[config.mk]
export PLATFORM = sky130hd
export DESIGN_NAME = mul_seq_ctrl
export DESIGN_NICKNAME = d
export VERILOG_FILES = /design/src/rtl/mul_seq_ctrl.sv
export SDC_FILE = /design/constraint.sdc
export NUM_CORES = 1
export LEC_CHECK = 0
export ABC_AREA = 1
export ABC_CLOCK_PERIOD_IN_PS = 14500
export CORE_MARGIN = 2
export CORE_UTILIZATION = 45
export DETAILED_ROUTE_END_ITERATION = 6
export PLACE_DENSITY_LB_ADDON = 0.05
export SETUP_SLACK_MARGIN = 0.2
export SYNTH_ARGS = -nofsm -noshare
export SYNTH_HDL_FRONTEND = slang
export SYNTH_HIERARCHICAL = 1
export SYNTH_SLANG_ARGS = --single-unit
[constraint.sdc]
create_clock -name clk -period 14.5 [get_ports clk]
set_input_delay 2.175 -clock clk [delete_from_list [all_inputs] [get_ports clk]]
set_output_delay 2.175 -clock clk [all_outputs]
set_load 0.01 [all_outputs]
[src/rtl/mul_seq_ctrl.sv]
// rtl/mul_seq_ctrl.sv - sequential 32x32->64 unsigned shift-and-add multiplier with valid/ready handshakes
//
// Purpose:
//   Accepts an operand pair plus tag, steps one ripple adder (add32bit)
//   through 32 shift-and-add iterations, then presents the 64-bit product
//   and the tag until the consumer takes it.
//
// Optional feature macro: ZERO_BYPASS_EN
//   When defined, a request with a zero operand skips the RUN phase and
//   goes from IDLE straight to DONE with a zero product.
//
// Ports:
//   clk        in   clock, all state on rising edge
//   rst        in   asynchronous active-high reset
//   in_valid   in   operand request valid
//   in_ready   out  request can be accepted (IDLE only)
//   in_a       in   multiplicand [WIDTH-1:0], unsigned
//   in_b       in   multiplier   [WIDTH-1:0], unsigned
//   in_tag     in   request tag  [TAG_W-1:0]
//   out_valid  out  product valid (DONE only)
//   out_ready  in   consumer accepts product
//   out_prod   out  product [2*WIDTH-1:0]; holds last value outside DONE
//   out_tag    out  tag of the request that produced out_prod
//   busy       out  high in RUN or DONE

module add32bit (
  input  logic [31:0] i_a,
  input  logic [31:0] i_b,
  input  logic        i_cin,
  output logic [31:0] o_sum,
  output logic        o_cout
);

  logic [32:0] w_c;

  always_comb begin
    w_c      = '0;
    o_sum    = '0;
    w_c[0]   = i_cin;
    for (int i = 0; i < 32; i++) begin
      o_sum[i]   = i_a[i] ^ i_b[i] ^ w_c[i];
      w_c[i + 1] = (i_a[i] & i_b[i]) | (w_c[i] & (i_a[i] ^ i_b[i]));
    end
    o_cout = w_c[32];
  end

endmodule

module mul_seq_ctrl #(
  parameter int WIDTH = 32,
  parameter int TAG_W = 4
) (
  input  logic                 clk,
  input  logic                 rst,
  input  logic                 in_valid,
  output logic                 in_ready,
  input  logic [WIDTH-1:0]     in_a,
  input  logic [WIDTH-1:0]     in_b,
  input  logic [TAG_W-1:0]     in_tag,
  output logic                 out_valid,
  input  logic                 out_ready,
  output logic [2*WIDTH-1:0]   out_prod,
  output logic [TAG_W-1:0]     out_tag,
  output logic                 busy
);

  // The datapath is sized to the fixed 32-bit adder instance; WIDTH only
  // documents that and must stay at 32.

  typedef enum logic [1:0] {
    ST_IDLE = 2'd0,
    ST_RUN  = 2'd1,
    ST_DONE = 2'd2
  } state_t;

  state_t             r_state;
  state_t             w_state_nxt;

  logic [WIDTH-1:0]   r_mcand;
  logic [WIDTH-1:0]   r_acc_hi;
  logic [WIDTH-1:0]   r_acc_lo;
  logic [5:0]         r_cnt;
  logic [TAG_W-1:0]   r_tag;
  logic [2*WIDTH-1:0] r_prod;
  logic [TAG_W-1:0]   r_out_tag;

  logic               w_accept;
  logic               w_last;
  logic [WIDTH-1:0]   w_addend;
  logic [WIDTH-1:0]   w_sum;
  logic               w_cout;
  logic [2*WIDTH-1:0] w_acc_step;
  logic               w_zero;

  assign w_accept = in_valid && (r_state == ST_IDLE);
  assign w_last   = (r_state == ST_RUN) && (r_cnt == 6'd31);
  assign w_zero   = (in_a == '0) || (in_b == '0);

  // Add the multiplicand only when the current multiplier bit is set.
  assign w_addend = r_acc_lo[0] ? r_mcand : '0;

  add32bit u_add (
    .i_a    (r_acc_hi),
    .i_b    (w_addend),
    .i_cin  (1'b0),
    .o_sum  (w_sum),
    .o_cout (w_cout)
  );

  // Carry-out lands in acc_hi[31]; the used multiplier bit falls off acc_lo[0].
  assign w_acc_step = {w_cout, w_sum, r_acc_lo[WIDTH-1:1]};

  // State register
  always_ff @(posedge clk or posedge rst) begin
    if (rst) begin
      r_state <= ST_IDLE;
    end else begin
      r_state <= w_state_nxt;
    end
  end

  // Next state and handshake outputs
  always_comb begin
    w_state_nxt = r_state;
    in_ready    = 1'b0;
    out_valid   = 1'b0;
    busy        = 1'b0;
    case (r_state)
      ST_IDLE: begin
        in_ready = 1'b1;
        if (in_valid) begin
`ifdef ZERO_BYPASS_EN
          w_state_nxt = w_zero ? ST_DONE : ST_RUN;
`else
          w_state_nxt = ST_RUN;
`endif
        end
      end
      ST_RUN: begin
        busy = 1'b1;
        if (r_cnt == 6'd31) begin
          w_state_nxt = ST_DONE;
        end
      end
      ST_DONE: begin
        busy      = 1'b1;
        out_valid = 1'b1;
        if (out_ready) begin
          w_state_nxt = ST_IDLE;
        end
      end
      default: begin
        w_state_nxt = ST_IDLE;
      end
    endcase
  end

  // Datapath registers
  always_ff @(posedge clk or posedge rst) begin
    if (rst) begin
      r_mcand   <= '0;
      r_acc_hi  <= '0;
      r_acc_lo  <= '0;
      r_cnt     <= '0;
      r_tag     <= '0;
      r_prod    <= '0;
      r_out_tag <= '0;
    end else if (w_accept) begin
      r_mcand  <= in_a;
      r_acc_hi <= '0;
      r_cnt    <= '0;
      r_tag    <= in_tag;
`ifdef ZERO_BYPASS_EN
      if (w_zero) begin
        r_acc_lo  <= '0;
        r_prod    <= '0;
        r_out_tag <= in_tag;
      end else begin
        r_acc_lo <= in_b;
      end
`else
      r_acc_lo <= in_b;
`endif
    end else if (r_state == ST_RUN) begin
      {r_acc_hi, r_acc_lo} <= w_acc_step;
      r_cnt                <= r_cnt + 6'd1;
      // Publish on the final step so out_prod is already valid in DONE and
      // keeps the last product after the handshake.
      if (w_last) begin
        r_prod    <= w_acc_step;
        r_out_tag <= r_tag;
      end
    end
  end

  assign out_prod = r_prod;
  assign out_tag  = r_out_tag;

`ifndef ZERO_BYPASS_EN
  logic w_unused;
  assign w_unused = w_zero;
`endif

endmodule

==> flow_summary_export.csv <==
group,metric,value,unit
status,status,"completed",
synth,synth_warnings,6,
drt,num_vias,5694,
floorplan,row_count,48,
floorplan,die_w,136,um
placement,io_buffer_count,142,
floorplan,pin_count,143,
layout,nNetsFinal,1084,
floorplan,dieArea,18500,um^2
layout,seqCellArea,4400,um^2
global_routing,grt.overflow.total,0,
synth,synthArstFlopShare,100,%
placement,dpl.hpwl,10700,um
timing,fin_crit,13.35,ns
synth,syn-cell-area,7850,um^2
hold_path,hold_path.class,"reg2reg",
global_routing,grt_start_max_net_pins,111,
timing,slew_headroom,29.4,%
drt,drt_iter0_drc,246,
synth,synth.distinct_cells,23,
global_routing,grt_usage,20.2,%
drt,ant_nets,0,
timing,skew,0.00937,ns
synth,synth_edf_count,0,
setup_path,cp.required,14.82,ns
synth,avgSynthCellArea,9.22,um^2
cts,hold_buffers,0,
timing,fin_setup_tns,0,ns
layout,fillers,1558,
layout,num_antenna_cells,0,
cts,post_cts_buffers,0,
cts,htree_levels,4,
setup_path,worstPathArrival,13.67,ns
setup_path,critPathCaptureType,"flip-flop",
setup_path,critPathBufInv,6,
setup_path,cp_common_cell,"fa_1",
timing,hold_viol,0,
timing,tightestPinTransition,1.06,ns
floorplan,die_y,136,um
synth,synth_flop_cell,"dfrtp_1",
setup_path,cp-startpoint,"r_mcand[0]",
placement,place.gp.congestion,0.754,
layout,syn2layout_area_growth,27.8,%
cts,clock-root-buffer,"clkbuf_16",
timing,fmax,74.9,MHz
placement,dp_worst_setup_slack,1.11,ns
synth,syn_nets,960,
cts,clkSlewWorstSetupHoldPaths,0.06,ns
cts,clock_latency,0.42,ns
drt,vias_per_cell,4.69,
timing,fin_crit_sh,92.1,%
layout,drive_gt1_share,4.25,%
synth,synth.area.top_cells,"dfrtp_1, nand2_1, fa_1",
floorplan,core,17200,um^2
global_routing,grt_pass1_vias,5755,
timing,worst_slack,1.15,ns
global_routing,grt_antenna_before_repair,0,
pwr,max-vdd-ir-drop,0.0000878,V
drt,dr.pass1.iters,5,
setup_path,timing.rr.start,"r_mcand[0]",
cts,cts_buffers,17,
synth,ys_top_cells_by_count,"nand2_1, dfrtp_1, inv_1",
layout,multiInputGateArea,2800,um^2
pwr,leakagePower,4.92,nW
floorplan,initial_utilization,45.7,%
synth,ys_seq_elements,176,
timing,rsz0062_at_grt,"no",
drt,drcViolationCount,0,
setup_path,critPathTopFamily,"adder cells",
pwr,power_density,164,nW/um^2
cts,cts_tree,"yes",
synth,netlist_instances,851,
cts,clock_sinks,176,
timing,finalSetupViolCount,0,
setup_path,slowest_stage,"fa_1",
drt,drt-total-wl,17200,um
synth,post-synth-top-count-cell,"nand2_1",
drt,post_drt_wl_per_cell,14.1,um
synth,synth_top_area_share,56.1,%
cts,cts_buffer_depth,2,
global_routing,grt_pass1_wl,29100,um
timing,final-max-slew-violation-count,0,
setup_path,critPathLaunchType,"flip-flop",
setup_path,critPathKind,"reg2reg",
hold_path,hp-start,"out_prod[13]",
setup_path,slowest_delay,0.41,ns
job,cap_violations,0,
cts,cts_resized,0,
synth,yosysTopAreaCell,"dfrtp_1",
setup_path,cp_max_fo,2,
synth,yosysSeqAreaShare,56.1,%
## metal layers
layer	track usage (%)	part of all wire, %	up-vias
met4	5.90	0.73	0
met3	4.03	5.4	10
li1	-	-	2870
met5	0	0	-
met1	29.5	48	2684
met2	30.8	45	130
## where the power goes
part	internal (mW)	switching (mW)
sequential	0.615	0.0732
clock	0.315	0.185
combinational	0.152	0.303
## through the flow
step / power, mW / cell area, um^2 / instances / hold WS, ns / utilization (%)
CTS: 1.67 / 10000 / 1213 / 0.474 / 58.3
global route: 1.78 / 10000 / 1213 / 0.494 / 58.3
floorplan: 1.02 / 7850 / 851 / 0.449 / -
global placement: 1.15 / 9380 / 1181 / 0.455 / 54.6
finish: 1.64 / 10000 / 1213 / 0.470 / 58.3
detailed placement: 1.16 / 9380 / 1181 / 0.458 / 54.6
## layout make-up
type	count	area share, %
Clock buffer	22	4.63
Clock inverter	10	1.82
Inverter	113	4.28
Multi-Input combinational cell	520	28.0
Sequential cell	176	43.9
Tap cell	225	2.81
Timing Repair Buffer	147	14.6
## worst reg2reg max path: cells and delay by family, from the launching register on
| family | cells | cell delay [ns] |
|---|---|---|
| AO/OA/AOI/OAI | 1 | 0.15 |
| adder cells (fa/ha/maj) | 32 | 12.31 |
| buffers and inverters | 6 | 0.34 |
| flip-flops | 1 | 0.38 |
| AND/OR/NAND/NOR | 1 | 0.07 |
## sequential cells by signal, summed over array words and instances, names as in the netlist
signal,cells
r_acc_lo,32
r_mcand,32
r_cnt,6
r_tag,4
out_tag,4
out_prod,64
r_acc_hi,32
r_state,2
## logic make-up after synthesis
logic type,count (synthesis),synth area share (%)
adders and majority gates,37,8.96
AOI/OAI and AO/OA,133,9.59
DFF,176,56.1
buffers and inverters,155,8.15
other,1,0.0478
and+or+nand+nor,349,17.1
## path summary, 6_finish.rpt
check,endpoint,slack (ns),depth (start not counted)
min in group asynchronous,out_prod[36],2.38,2
max in group asynchronous,r_cnt[1],10.68,3
max reg2reg,r_acc_hi[30],1.15,40
min,out_prod[13],0.47,2
min reg2reg,out_prod[13],0.47,2
max,r_acc_hi[30],1.15,40
## placed cells by master, fill, tap and decap left out, types with 2 or more instances in the layout
master | netlist | layout
a21oi_1 | 3 | 3
buf_4 | 0 | 5
bufinv_16 | 0 | 5
clkbuf_1 | 19 | 3
clkbuf_16 | 0 | 17
clkbuf_8 | 0 | 2
clkdlybuf4s50_1 | 0 | 142
clkinv_2 | 0 | 2
clkinvlp_4 | 0 | 3
dfrtp_1 | 176 | 176
fa_1 | 32 | 32
ha_1 | 5 | 5
inv_1 | 109 | 108
inv_2 | 4 | 4
nand2_1 | 324 | 324
nand3_1 | 14 | 14
nor2_1 | 7 | 7
o211ai_1 | 32 | 32
o21ai_0 | 63 | 63
o21ai_1 | 33 | 33
No activity file was read; power rests on OpenSTA's default activity.
